### src/rtl/rx_fct_send.sv
// -----------------------------------------------------------------------------
// rx_fct_send
//
// Receive-side flow-control credit manager for a link that grants N-char
// credit in fixed-size FCT blocks. The block tracks how many N-chars the
// link partner may still send, asks the transmitter for another FCT whenever
// both the credit window and the receive FIFO have room for another block,
// and flags any N-char that arrives without credit.
//
// Parameters
//   CREDIT_MAX  maximum outstanding N-char credit (multiple of 8, <= 56)
//   FCT_WEIGHT  N-chars granted by each transmitted FCT
//
// Ports
//   pclk_rx       in   1  receive-side clock, all state on rising edge
//   enable_rx     in   1  asynchronous active-low reset
//   got_nchar     in   1  one-cycle pulse per received N-char
//   fifo_free     in   7  receive FIFO free entries, 0..64
//   fct_sent      in   1  TX acknowledge, level, high once the FCT went out
//   send_fct      out  1  registered request to TX for one FCT
//   credit_rx     out  6  N-chars granted but not yet received
//   credit_error  out  1  sticky flag: N-char received with zero credit
// -----------------------------------------------------------------------------
module rx_fct_send #(
  parameter int CREDIT_MAX = 56,
  parameter int FCT_WEIGHT = 8
) (
  input  logic       pclk_rx,
  input  logic       enable_rx,
  input  logic       got_nchar,
  input  logic [6:0] fifo_free,
  input  logic       fct_sent,
  output logic       send_fct,
  output logic [5:0] credit_rx,
  output logic       credit_error
);

  // Three-bit encoding so that the unused codes 3..7 are representable and
  // can be steered back to IDLE.
  typedef enum logic [2:0] {
    IDLE     = 3'd0,
    REQ      = 3'd1,
    WAIT_LOW = 3'd2
  } state_t;

  // Comparisons are done at 8 bits so credit + weight can never wrap.
  localparam logic [7:0] WEIGHT_W = 8'(FCT_WEIGHT);
  localparam logic [7:0] LIMIT_W  = 8'(CREDIT_MAX - FCT_WEIGHT);
  localparam logic [5:0] WEIGHT_6 = 6'(FCT_WEIGHT);

  state_t     state_r;
  state_t     state_s;
  logic       send_fct_r;
  logic       send_fct_s;
  logic [5:0] credit_r;
  logic [5:0] credit_s;
  logic       err_r;
  logic       err_s;
  logic       room_s;
  logic       add_s;

  // True when one more FCT fits both in the credit window and in the FIFO.
  function automatic logic fct_room(input logic [5:0] credit,
                                    input logic [6:0] free);
    logic [7:0] credit_ext;
    logic [7:0] free_ext;
    credit_ext = {2'b00, credit};
    free_ext   = {1'b0, free};
    return (credit_ext <= LIMIT_W) && (free_ext >= credit_ext + WEIGHT_W);
  endfunction

  assign room_s = fct_room(credit_r, fifo_free);

  // Next-state logic for the FCT request handshake.
  always_comb begin
    state_s = state_r;
    add_s   = 1'b0;
    case (state_r)
      IDLE: begin
        if (room_s) begin
          state_s = REQ;
        end else begin
          state_s = IDLE;
        end
      end
      REQ: begin
        // The acknowledge both closes the request and grants the credit;
        // WAIT_LOW then swallows the rest of a long acknowledge.
        if (fct_sent) begin
          state_s = WAIT_LOW;
          add_s   = 1'b1;
        end else begin
          state_s = REQ;
        end
      end
      WAIT_LOW: begin
        if (fct_sent) begin
          state_s = WAIT_LOW;
        end else begin
          state_s = IDLE;
        end
      end
      default: begin
        state_s = IDLE;
      end
    endcase
  end

  // Request output: high for every cycle spent in REQ after the entry edge,
  // dropped on the same edge the acknowledge is taken.
  always_comb begin
    send_fct_s = 1'b0;
    if (state_r == REQ) begin
      send_fct_s = ~fct_sent;
    end else begin
      send_fct_s = 1'b0;
    end
  end

  // Credit accounting: consume on N-char, grant on acknowledge, flag
  // underflow. A consume at zero credit is dropped, so the counter never
  // wraps, and a same-edge grant still lands in full.
  always_comb begin
    credit_s = credit_r;
    err_s    = err_r;
    if (got_nchar) begin
      if (credit_r != 6'd0) begin
        credit_s = credit_r - 6'd1;
      end else begin
        err_s = 1'b1;
      end
    end else begin
      credit_s = credit_r;
    end
    if (add_s) begin
      credit_s = credit_s + WEIGHT_6;
    end else begin
      credit_s = credit_s;
    end
  end

  // State, request and credit registers; reset acts without a clock edge.
  always_ff @(posedge pclk_rx or negedge enable_rx) begin
    if (!enable_rx) begin
      state_r    <= IDLE;
      send_fct_r <= 1'b0;
      credit_r   <= 6'd0;
      err_r      <= 1'b0;
    end else begin
      state_r    <= state_s;
      send_fct_r <= send_fct_s;
      credit_r   <= credit_s;
      err_r      <= err_s;
    end
  end

  assign send_fct     = send_fct_r;
  assign credit_rx    = credit_r;
  assign credit_error = err_r;

endmodule

### config.mk
export PLATFORM = sky130hd
export DESIGN_NAME = rx_fct_send
export DESIGN_NICKNAME = d
export VERILOG_FILES = /design/src/rtl/rx_fct_send.sv
export SDC_FILE = /design/constraint.sdc
export NUM_CORES = 1
export LEC_CHECK = 0
export CORE_MARGIN = 3
export CORE_UTILIZATION = 50
export CTS_CLUSTER_SIZE = 8
export DETAILED_ROUTE_END_ITERATION = 8
export DONT_BUFFER_PORTS = 1
export GPL_TIMING_DRIVEN = 0
export PLACE_DENSITY_LB_ADDON = 0.25
export SKIP_CTS_REPAIR_TIMING = 1
export SLEW_MARGIN = 30
export SYNTH_ARGS = -nofsm -noshare
export SYNTH_HDL_FRONTEND = slang
export SYNTH_SLANG_ARGS = --single-unit
### constraint.sdc
create_clock -name pclk_rx -period 4.2 [get_ports pclk_rx]
set_clock_uncertainty 0.2 [all_clocks]
set_input_delay 0.21 -clock pclk_rx [delete_from_list [all_inputs] [get_ports pclk_rx]]
set_output_delay 0.21 -clock pclk_rx [all_outputs]
set_load 0.05 [all_outputs]
---- Word-level counts from Yosys, hierarchy flattened ----
Index checks and enable logic that the tools add are counted.
storage, ports and cells
  logic and storage cells ................. 27
  input bits .............................. 11
  output and inout port bits .............. 8
  flip-flop bits (word level) ............. 11
cells by class
  reductions and logical operators ........ 4
  $lt $le $gt $ge ......................... 2
  add/sub/neg operators ................... 3
  bitwise gates (word level) .............. 2
  mux-type cells .......................... 10
  equal/unequal tests ..................... 2
operators with widths
  operator               number
  $mux W6                3
  $pmux W3 S3            1
  $add A6 B4 Y7 const B  1
  $ge A7 B7 Y1           1
  $add A6 B4 Y6 const B  1
  $le A6 B6 Y1 const B   1
  $reduce_bool A6 Y1     1
  $sub A6 B1 Y6 const B  1
  $mux W1                4
  $mux W2                2
  $eq A3 B1 Y1 const B   1
  $eq A3 B2 Y1 const B   1
  $logic_not A3 Y1       1
  $not A1 Y1             2
  $reduce_and A2 Y1      1
  $logic_and A1 B1 Y1    1

---- Depth between registers and ports, before layout ----
  depth in word-level cells ............... 5
  mapped depth ............................ 10
  mapped depth without buffers ............ 10

---- Worst setup path before layout ----
OpenSTA, ideal clock, no wires.
  path kind ............................... register to register
  start ................................... register credit_r[1] (netlist: credit_rx[1])
  end ..................................... register credit_r[5] (netlist: credit_rx[5])
  path slack .............................. 1277 ps
  data required time ...................... 3874 ps
  cell stages (with the launch flop) ...... 10
  arrival time ............................ 2596 ps
  period minus slack after synthesis ...... 2923 ps
  buffers on the path ..................... 0
  cells stage by stage .................... dfrtp_1 inv_1 ha_1 or3b_4 nor4b_4 nor2_1 ha_1 and4b_1 xor2_1 a221o_2
between the ends
  longest elaborated chain between the ends .. 5
  elaborated cells between the ends (all ways) .. 6
  those cells by class .................... add/sub (2); mux (3); reduce/logical (1)
ends and longest elaborated chain
  element                                                     line      text
  from (decl)                                                 55        logic [5:0] credit_r;
  from (signal assigned)                                      152       credit_r <= credit_s;
  $sub A6 B1 Y6 / $reduce_bool A6 Y1 (equally long branches)  128, 127
  $mux W6                                                     127       if (credit_r != 6'd0) begin
  $mux W6 (*)                                                 126       if (got_nchar) begin
  $add A6 B4 Y6                                               136       credit_s = credit_s + WEIGHT_6;
  $mux W6 (*)                                                 135       if (add_s) begin
  via credit_s[5]                                             56        logic [5:0] credit_s;
The timed path passes the listed nets; every way through them passes the cells marked *.
A chain may end at the register's enable or synchronous reset.

---- Final worst setup path ----
Same ends and word-level chain as after synthesis.

==> results.toml <==
[global_route]
gr-total-overflow = 0
grtUsageTotal_pct = 15.0
antenna_found_initial = 0
grt_pass1_vias = 534
grt_pass1_wl_um = 2200
grt_max_degree = 11

[placed_design]
dp_hpwl_um = 1130
port_buffers = 0
place_ws_ns = 1.08
dp_cells = 91
gp_routability_congestion = 0.709

[power_and_ir_drop]
worst_ir_drop_vdd_v = 0.000450
power.leakage_nw = 0.397
totalPowerFinal_mw = 0.711
pwr_density_cell_nw_per_um2 = 839

[logic_synthesis]
ys_seq_area_share_pct = 31.8
synth_warnings = 0
syn-cell-area_um2 = 786
synth_area_per_cell_um2 = 10.3
synth_seq_cells = 10
syn-num-nets = 100
synth.distinct_cells = 32
syn_inst = 76

[route]
drt-pass1-iter-count = 3
post-route-drc-count = 0
wl_per_cell_um = 13.9
drt-total-wl_um = 1340
first_iter_violations = 3
viasPerCell = 5.89
drtAntennaViolNets = 0
route.vias.total = 565

[worst_setup_path]
reg2regPathDepth = 10
cp.required_ns = 4.20
cp.arrival_ns = 3.13
timing.rr.start = "credit_rx[1]"
crit_path_max_fanout = 5
crit_path_end_kind = "register"
cp-start-kind = "register"
rrSetupSlack_ns = 1.06
crit_type = "register to register"
r2r_end = "credit_rx[5]"

[sta]
drv_slew = 0
slew_headroom_pct = 51.4
rsz0062_at_grt = "no"
finalHoldViolations = 0
final.setup.worst_slack_ns = 1.06
timing.fmax_ghz = 0.319
whs_ns = 0.0272
setup_tns_ns = 0
fin_crit_ns = 3.14
final-setup-viol-count = 0
min_period_over_period_pct = 74.7
tightest_slew_ns = 0.729

[cells_and_area]
instances_no_fill = 96
n_antenna_cell = 0
drive_gt1_share_pct = 12.3
area_growth_pct = 7.80
final_common_cell = "ha_1"
fin_nets = 107
final_cell_mix = "ha_1, dfrtp_1, inv_1"

[min_path]
hold_class = "input port to register"
hp-start = "got_nchar"
hold_end = "credit_rx[0]"
hold_depth = 2

[floorplan]
core_area_um2 = 1380
start_util_pct = 56.8
die_w_um = 45.6
rows = 13
dieArea_um2 = 2080
die_h_um = 45.6
num_io_pins = 19

[clock_tree]
clk_pin_slew_ns = 0.06
tritoncts = "done"
clk_path_buf_depth = 2
clock_sinks = 10
insertion_delay_ns = 0.26
htree_levels = 1
cts_buffers = 3
cts_root_buf = "clkbuf_4"

[run]
drv_cap = 0

[outcome]
status = "complete, no violations"
-- sequential cells by signal, summed over array words and instances (netlist names) --
signal and count:
send_fct 1, credit_error 1, state_r 2, credit_rx 6
-- layout make-up --
type | count | area, um^2
plain buffers | 1 | 3.75
clock buffers | 3 | 22.5
inverters | 8 | 30.0
repair buffers | 2 | 20.0
flip-flops and latches | 10 | 250
well taps | 15 | 18.8
fillers | 133 | 536
multi-input cells | 57 | 502
-- synthesized netlist by cell type --
cell type  instances  area, um^2
dfrtp_1           10         250
a31oi_1            1        6.26
or3b_4             1        11.3
nand2_1            1        3.75
a21o_1             2        15.0
nor4b_4            1        23.8
o31ai_1            2        15.0
and3_1             1        6.26
xnor2_1            6        52.6
nand2b_1           4        25.0
a21boi_0           1        7.51
ha_1              13         163
and4bb_2           1        12.5
mux2i_1            1        10.0
a221o_2            1        11.3
o21ai_0            2        10.0
nor2_1             3        11.3
nor4b_1            1        8.76
or2_2              1        6.26
nand3_1            3        15.0
xor2_1             1        8.76
a311o_1            1        10.0
a21oi_1            1        5.00
a311oi_1           1        8.76
and4b_1            1        10.0
mux2_2             1        11.3
nand3b_1           1        7.51
nand4_1            2        12.5
nor3b_1            1        7.51
inv_1              8        30.0
clkbuf_1           1        3.75
nor2_2             1        6.26
-- metal layers --
layer	up-vias	wire, um	GRT usage [%]
met4	0	0	1.75
li1	285	-	-
met2	18	639	24.2
met3	0	104	8.30
met1	262	595	17.9
met5	-	0	0
-- through the flow --
stage	cell area, um^2	util (%)
floorplan	786	-
global placement	805	58.2
detailed placement	805	58.2
CTS	827	59.8
global route	847	61.3
finish	847	61.3
-- power by group --
| part | leakage [nW] | total [mW] | switching, mW | internal, mW |
|---|---|---|---|---|
| logic | 0.262 | 0.308 | 0.150 | 0.159 |
| clock network | 0.0138 | 0.0607 | 0.0279 | 0.0328 |
| registers | 0.120 | 0.341 | 0.202 | 0.140 |
| total | 0.397 | 0.711 | 0.379 | 0.331 |
-- logic make-up (layout without fill, tap and decap cells) --
group | after synthesis | in the layout | share of synthesized area [%]
and+or+nand+nor | 23 | 23 | 21.3
adders and majority gates | 13 | 13 | 20.7
AOI/OAI and AO/OA | 12 | 12 | 11.3
DFF | 10 | 10 | 31.8
buffers and inverters | 9 | 14 | 4.30
xor gates and xnor gates | 7 | 7 | 7.80
muxes | 2 | 2 | 2.71
-- how the worst max path moves through the flow --
stage / from / endpoint / depth (start not counted)
floorplan: credit_rx[1] / credit_rx[5] / 9
global placement: credit_rx[1] / credit_rx[5] / 10
detailed placement: credit_rx[1] / credit_rx[5] / 10
CTS: credit_rx[1] / credit_rx[5] / 10
global route: credit_rx[0] / credit_rx[5] / 10
finish: credit_rx[1] / credit_rx[5] / 10
-- critical path, stage by stage, from the launching register on --
cell	delay [ns]
dfrtp_1	0.60
inv_1	0.20
ha_1	0.17
or3b_4	0.41
nor4b_4	0.37
nor2_1	0.13
ha_1	0.19
and4b_1	0.23
a311o_1	0.33
mux2i_1	0.13
a221o_2	0.12
Power figures use the tool's default switching activity.
